===== config.mk =====
export PLATFORM = sky130hd
export DESIGN_NAME = adc_multi_channel_sequencer
export DESIGN_NICKNAME = d
export VERILOG_FILES = /design/src/rtl/adc_multi_channel_sequencer.sv
export SDC_FILE = /design/constraint.sdc
export NUM_CORES = 1
export LEC_CHECK = 0
export ABC_AREA = 0
export CORE_ASPECT_RATIO = 1.5
export CORE_UTILIZATION = 30
export DETAILED_ROUTE_END_ITERATION = 12
export PLACE_DENSITY = 0.61
export RECOVER_POWER = 50
export REMOVE_ABC_BUFFERS = 1
export SLEW_MARGIN = 20
export SYNTH_ARGS = -nofsm -noshare
export SYNTH_HDL_FRONTEND = slang
export SYNTH_SLANG_ARGS = --single-unit

===== constraint.sdc =====
create_clock -name clk -period 4.5 [get_ports clk]
set_clock_uncertainty 0.15 [all_clocks]
set_input_delay 0.45 -clock clk [delete_from_list [all_inputs] [get_ports clk]]
set_output_delay 0.45 -clock clk [all_outputs]
set_load 0.005 [all_outputs]

===== src/rtl/adc_multi_channel_sequencer.sv =====
// XADC DRP multi-channel sequencer: sweeps NUM_CH aux channels per EOC,
// averages 2^AVG_LOG2 sweeps and streams channel-tagged samples.
module adc_multi_channel_sequencer #(
  parameter int unsigned NUM_CH       = 2,
  parameter logic [6:0]  CH_ADDR_BASE = 7'h10,
  parameter int unsigned ADC_BITS     = 12,
  parameter int unsigned OUT_W        = 16,
  parameter int unsigned AVG_LOG2     = 0,
  parameter bit          SIGNED_MODE  = 1'b1,
  parameter int unsigned DRDY_TIMEOUT = 63
) (
  input  logic             clk,
  input  logic             reset,
  input  logic             eoc_in,
  output logic [6:0]       drp_daddr,
  output logic             drp_den,
  input  logic [15:0]      drp_do,
  input  logic             drp_drdy,
  output logic [OUT_W-1:0] out_data,
  output logic [2:0]       out_ch,
  output logic             out_valid,
  input  logic             out_ready,
  output logic             timeout_err,
  output logic [15:0]      overrun_cnt
);

  localparam int unsigned CH_W  = (NUM_CH > 1) ? $clog2(NUM_CH) : 1;
  localparam int unsigned ACC_W = ADC_BITS + AVG_LOG2;
  localparam int unsigned SW_W  = AVG_LOG2 + 1;
  localparam int unsigned TO_W  = $clog2(DRDY_TIMEOUT + 1);

  localparam logic [SW_W-1:0] SWEEPS  = SW_W'(1 << AVG_LOG2);
  localparam logic [CH_W-1:0] LAST_CH = CH_W'(NUM_CH - 1);
  localparam logic [TO_W-1:0] TO_LAST = TO_W'(DRDY_TIMEOUT - 1);

  typedef enum logic [2:0] {
    IDLE, REQ, WAIT, ACC, EMIT
  } state_t;

  state_t              state_q, state_d;
  logic [CH_W-1:0]     ch_q, ch_d, nxt_ch;
  logic [SW_W-1:0]     sweep_q, sweep_d;
  logic [TO_W-1:0]     tmo_q, tmo_d;
  logic [ADC_BITS-1:0] raw_q, raw_d;
  logic [ACC_W-1:0]    acc_q [NUM_CH];
  logic [ACC_W-1:0]    acc_d [NUM_CH];
  logic [OUT_W-1:0]    out_data_q, out_data_d;
  logic [2:0]          out_ch_q, out_ch_d;
  logic                out_valid_q, out_valid_d;
  logic                terr_q, terr_d;
  logic [15:0]         ovr_q, ovr_d;

  function automatic logic [OUT_W-1:0] fmt(
    input logic [ACC_W-1:0] a
  );
    logic [ADC_BITS-1:0] avg;
    avg = ADC_BITS'(a >> AVG_LOG2);
    if (SIGNED_MODE) avg[ADC_BITS-1] = ~avg[ADC_BITS-1];
    return OUT_W'(avg) << (OUT_W - ADC_BITS);
  endfunction

  always_ff @(posedge clk) begin
    if (reset) begin
      state_q     <= IDLE;
      ch_q        <= '0;
      sweep_q     <= '0;
      tmo_q       <= '0;
      raw_q       <= '0;
      out_data_q  <= '0;
      out_ch_q    <= '0;
      out_valid_q <= 1'b0;
      terr_q      <= 1'b0;
      ovr_q       <= '0;
      for (int i = 0; i < NUM_CH; i++)
        acc_q[i] <= '0;
    end else begin
      state_q     <= state_d;
      ch_q        <= ch_d;
      sweep_q     <= sweep_d;
      tmo_q       <= tmo_d;
      raw_q       <= raw_d;
      out_data_q  <= out_data_d;
      out_ch_q    <= out_ch_d;
      out_valid_q <= out_valid_d;
      terr_q      <= terr_d;
      ovr_q       <= ovr_d;
      acc_q       <= acc_d;
    end
  end

  always_comb begin
    state_d     = state_q;
    ch_d        = ch_q;
    nxt_ch      = ch_q + 1'b1;
    sweep_d     = sweep_q;
    tmo_d       = tmo_q;
    raw_d       = raw_q;
    acc_d       = acc_q;
    out_data_d  = out_data_q;
    out_ch_d    = out_ch_q;
    out_valid_d = out_valid_q;
    terr_d      = terr_q;
    ovr_d       = ovr_q;

    if (eoc_in && state_q != IDLE && ovr_q != 16'hFFFF)
      ovr_d = ovr_q + 16'd1;

    unique case (state_q)
      IDLE: begin
        if (eoc_in) begin
          ch_d    = '0;
          state_d = REQ;
        end
      end
      REQ: begin
        tmo_d   = '0;
        state_d = WAIT;
      end
      WAIT: begin
        // Data wins over a timeout landing on the same cycle.
        if (drp_drdy) begin
          raw_d   = drp_do[15 -: ADC_BITS];
          state_d = ACC;
        end else if (tmo_q == TO_LAST) begin
          raw_d   = '0;
          terr_d  = 1'b1;
          state_d = ACC;
        end else begin
          tmo_d = tmo_q + 1'b1;
        end
      end
      ACC: begin
        acc_d[ch_q] = acc_q[ch_q] + ACC_W'(raw_q);
        if (ch_q != LAST_CH) begin
          ch_d    = nxt_ch;
          state_d = REQ;
        end else begin
          sweep_d = sweep_q + 1'b1;
          ch_d    = '0;
          if (sweep_q + 1'b1 == SWEEPS) state_d = EMIT;
          else state_d = IDLE;
        end
      end
      EMIT: begin
        if (!out_valid_q) begin
          out_valid_d = 1'b1;
          out_data_d  = fmt(acc_q[ch_q]);
          out_ch_d    = 3'(ch_q);
        end else if (out_ready) begin
          acc_d[ch_q] = '0;
          if (ch_q == LAST_CH) begin
            out_valid_d = 1'b0;
            sweep_d     = '0;
            state_d     = IDLE;
          end else begin
            ch_d       = nxt_ch;
            out_data_d = fmt(acc_q[nxt_ch]);
            out_ch_d   = 3'(nxt_ch);
          end
        end
      end
      default: state_d = IDLE;
    endcase
  end

  assign drp_den     = (state_q == REQ);
  assign drp_daddr   = CH_ADDR_BASE + 7'(ch_q);
  assign out_data    = out_data_q;
  assign out_ch      = out_ch_q;
  assign out_valid   = out_valid_q;
  assign timeout_err = terr_q;
  assign overrun_cnt = ovr_q;

endmodule


==> results.toml <==
[clocking]
cts_made_buffers = 9
cts_sinks = 78
cts_root_buffer = "clkbuf_16"
cts_tree = "yes"
clk_pin_slew_ps = 60
cts_setup_buffers = 0
clock_latency_ps = 340
cts_max_level = 3
cts_buffer_depth = 2
cts.repair.resized = 0
postCtsHoldBufs = 0

[logic_synthesis]
synth_most_common_cell = "dfxtp_1"
synth_commonest_cells = "dfxtp_1, nor2_1, a21oi_1"
synthArstFlopShare = 0
yosys_register_bits = 78
ys_types = 60
leading_area_contributor_after_synthesis = "dfxtp_1"
ys.warnings.count = 0
yosysSeqAreaShare = 0.3756
synth_area_per_cell_sq_um = 9.078
netlist_instances = 458
post_synth_main_area_contributors = "dfxtp_1, nor2_1, ha_1"
number_of_flops_mapped_to_enable_cells_by_yosys = 0
ys.flop_type = "dfxtp_1"
synth_area_sq_um = 4158
yosys.area.top_type_share = 0.3756

[routing]
detail_route.drc_violations = 4
drt.antenna.violating_nets = 0
wire_per_inst_microns = 14.25
drt-pass1-iter-count = 8
routed_wirelength_microns = 9519
routed-via-count = 3398
vias_per_cell = 5.087
detailedRoute.firstIterationViolations = 142

[finish]
final_area_sq_um = 5014
multi_input_area_sq_um = 2410
final.fill_count = 1372
instances_no_fill = 668
final_nets = 538
diodes = 0
area_growth_syn_to_fin_pct = 20.58
drive_gt1_frac = 0.1166
layout_utilization = 0.3705
layout.area.seq_sq_um = 1562

[critical_path]
cp-end-kind = "flip-flop"
critPathArrivalTime_ps = 3390
path_max_fanout = 40
worst_ep_required_time_ps = 4570
setup.worst_path.class = "in2reg"
startpoint_type = "input port"

[sta]
max_slew_margin = -0.2902
max_clock_freq_ghz = 0.3009
total_count_of_hold_check_failures_in_the_final_report = 0
finalMaxSlewViolations = 41
final_period_minus_worst_setup_slack_ps = 3323
report.final.setup_viol = 0
worst-slew-pin-transition_ps = 1935
setup-tns-final_ps = 0
rsz_0062_raised_after_global_routing = "no"
whs_ps = 316.5
worst_slack_ps = 1177
post-route-period-util = 0.7385

[floorplan]
core_region_area_sq_um = 13530
floorplan.die.height_microns = 146.2
floorplan.die_area_sq_um = 14340
die_x_microns = 98.12
standard_cell_row_count = 52
io-pin-count = 66
initial_utilization = 0.3072

[placement]
dpl_ws_ps = 1629
hpwl_microns = 7085
dp_cells = 651
buffer_ports.inserted = 49
detailed_place.area_sq_um = 4715
final_weighted_congestion_in_routability_driven_placement = 0.8876

[run_status]
status = "finished, violations left"
violations = "design-rule violations, max-capacitance violations, max-slew violations"

[grt]
grt_start_max_net_pins = 41
via_count_of_the_first_global_routing_pass = 3320
grt_remaining_overflow = 0
antenna_found_initial = 0
first_pass_grt_wire_length_microns = 15970
grt_resource_usage_total = 0.1391

[hold_path]
worstHoldPathType = "reg2reg"

[power_and_ir_drop]
power_density_nw_per_um2 = 304.2
power.total_mw = 1.525
ir_drop_mv = 0.1539
power.leakage_nw = 2.016

[job]
maxCapViolations = 1
-- state kept, by name, summed over array words and instances, names as in the netlist --
| signal | cells |
|---|---|
| out_valid | 1 |
| sweep_q | 1 |
| timeout_err | 1 |
| out_data | 12 |
| raw_q | 12 |
| state_q | 3 |
| out_ch | 1 |
| acc_q | 24 |
| tmo_q | 6 |
| ch_q | 1 |
| overrun_cnt | 16 |
-- path summary, 6_finish.rpt --
kind                                 from          to  slack (ps)  depth (start not counted)
worst max-delay path                reset  state_q[0]        1180                          5
worst max register to register       ch_q    acc_q[9]        1620                          8
worst min-delay path            acc_q[11]   acc_q[11]         320                          2
worst min register to register  acc_q[11]   acc_q[11]         320                          2
-- layout by cell type (no fill, tap or decap), drive strengths merged, types with 13 or more instances in the layout --
master,n
clkdlybuf4s50,18
a21oi,27
xor2,17
a211oi,17
o21ai,13
ha,15
mux2i,16
dlygate4sd3,30
a22oi,14
dfxtp,78
nand2,24
nand3,18
nor2,72
-- cells by family after synthesis --
logic type               Yosys count  share of synthesized area
AO/OA/AOI/OAI                    106                     0.1980
XOR/XNOR                          23                    0.05026
other                              2                   0.001806
adder cells (fa/ha/maj)           16                    0.04996
buffers and inverters             39                    0.05326
AND/OR/NAND/NOR                  168                     0.2055
multiplexers                      26                    0.06560
flip-flops                        78                     0.3756
-- worst max-delay path, stage by stage --
cell and delay (ps):
clkbuf_1 1360, clkbuf_1 1160, nor2_1 160, o21ai_0 170, nor3_1 70
-- routing by layer --
layer  track usage  vias up  routed length [microns]
li1              -     1704                        -
met1        0.1536     1598                     3916
met2        0.2482       77                     4940
met3       0.03016       19                      403
met4       0.06970        0                      258
met5             0        -                        0
-- where the power goes --
group	switching (mW)	internal (mW)
combinational	0.0586	0.0441
clock	0.284	0.427
sequential	0.0122	0.699
total	0.355	1.17
-- area by class of cell --
class                           count  share of cell area
Multi-Input combinational cell    351              0.4807
Sequential cell                    78              0.3115
Timing Repair Buffer               53              0.1033
Clock buffer                       10             0.04567
Tap cell                          162             0.04043
Clock inverter                      6             0.01248
Inverter                            8            0.005990
(Power assumes the default switching activity.)
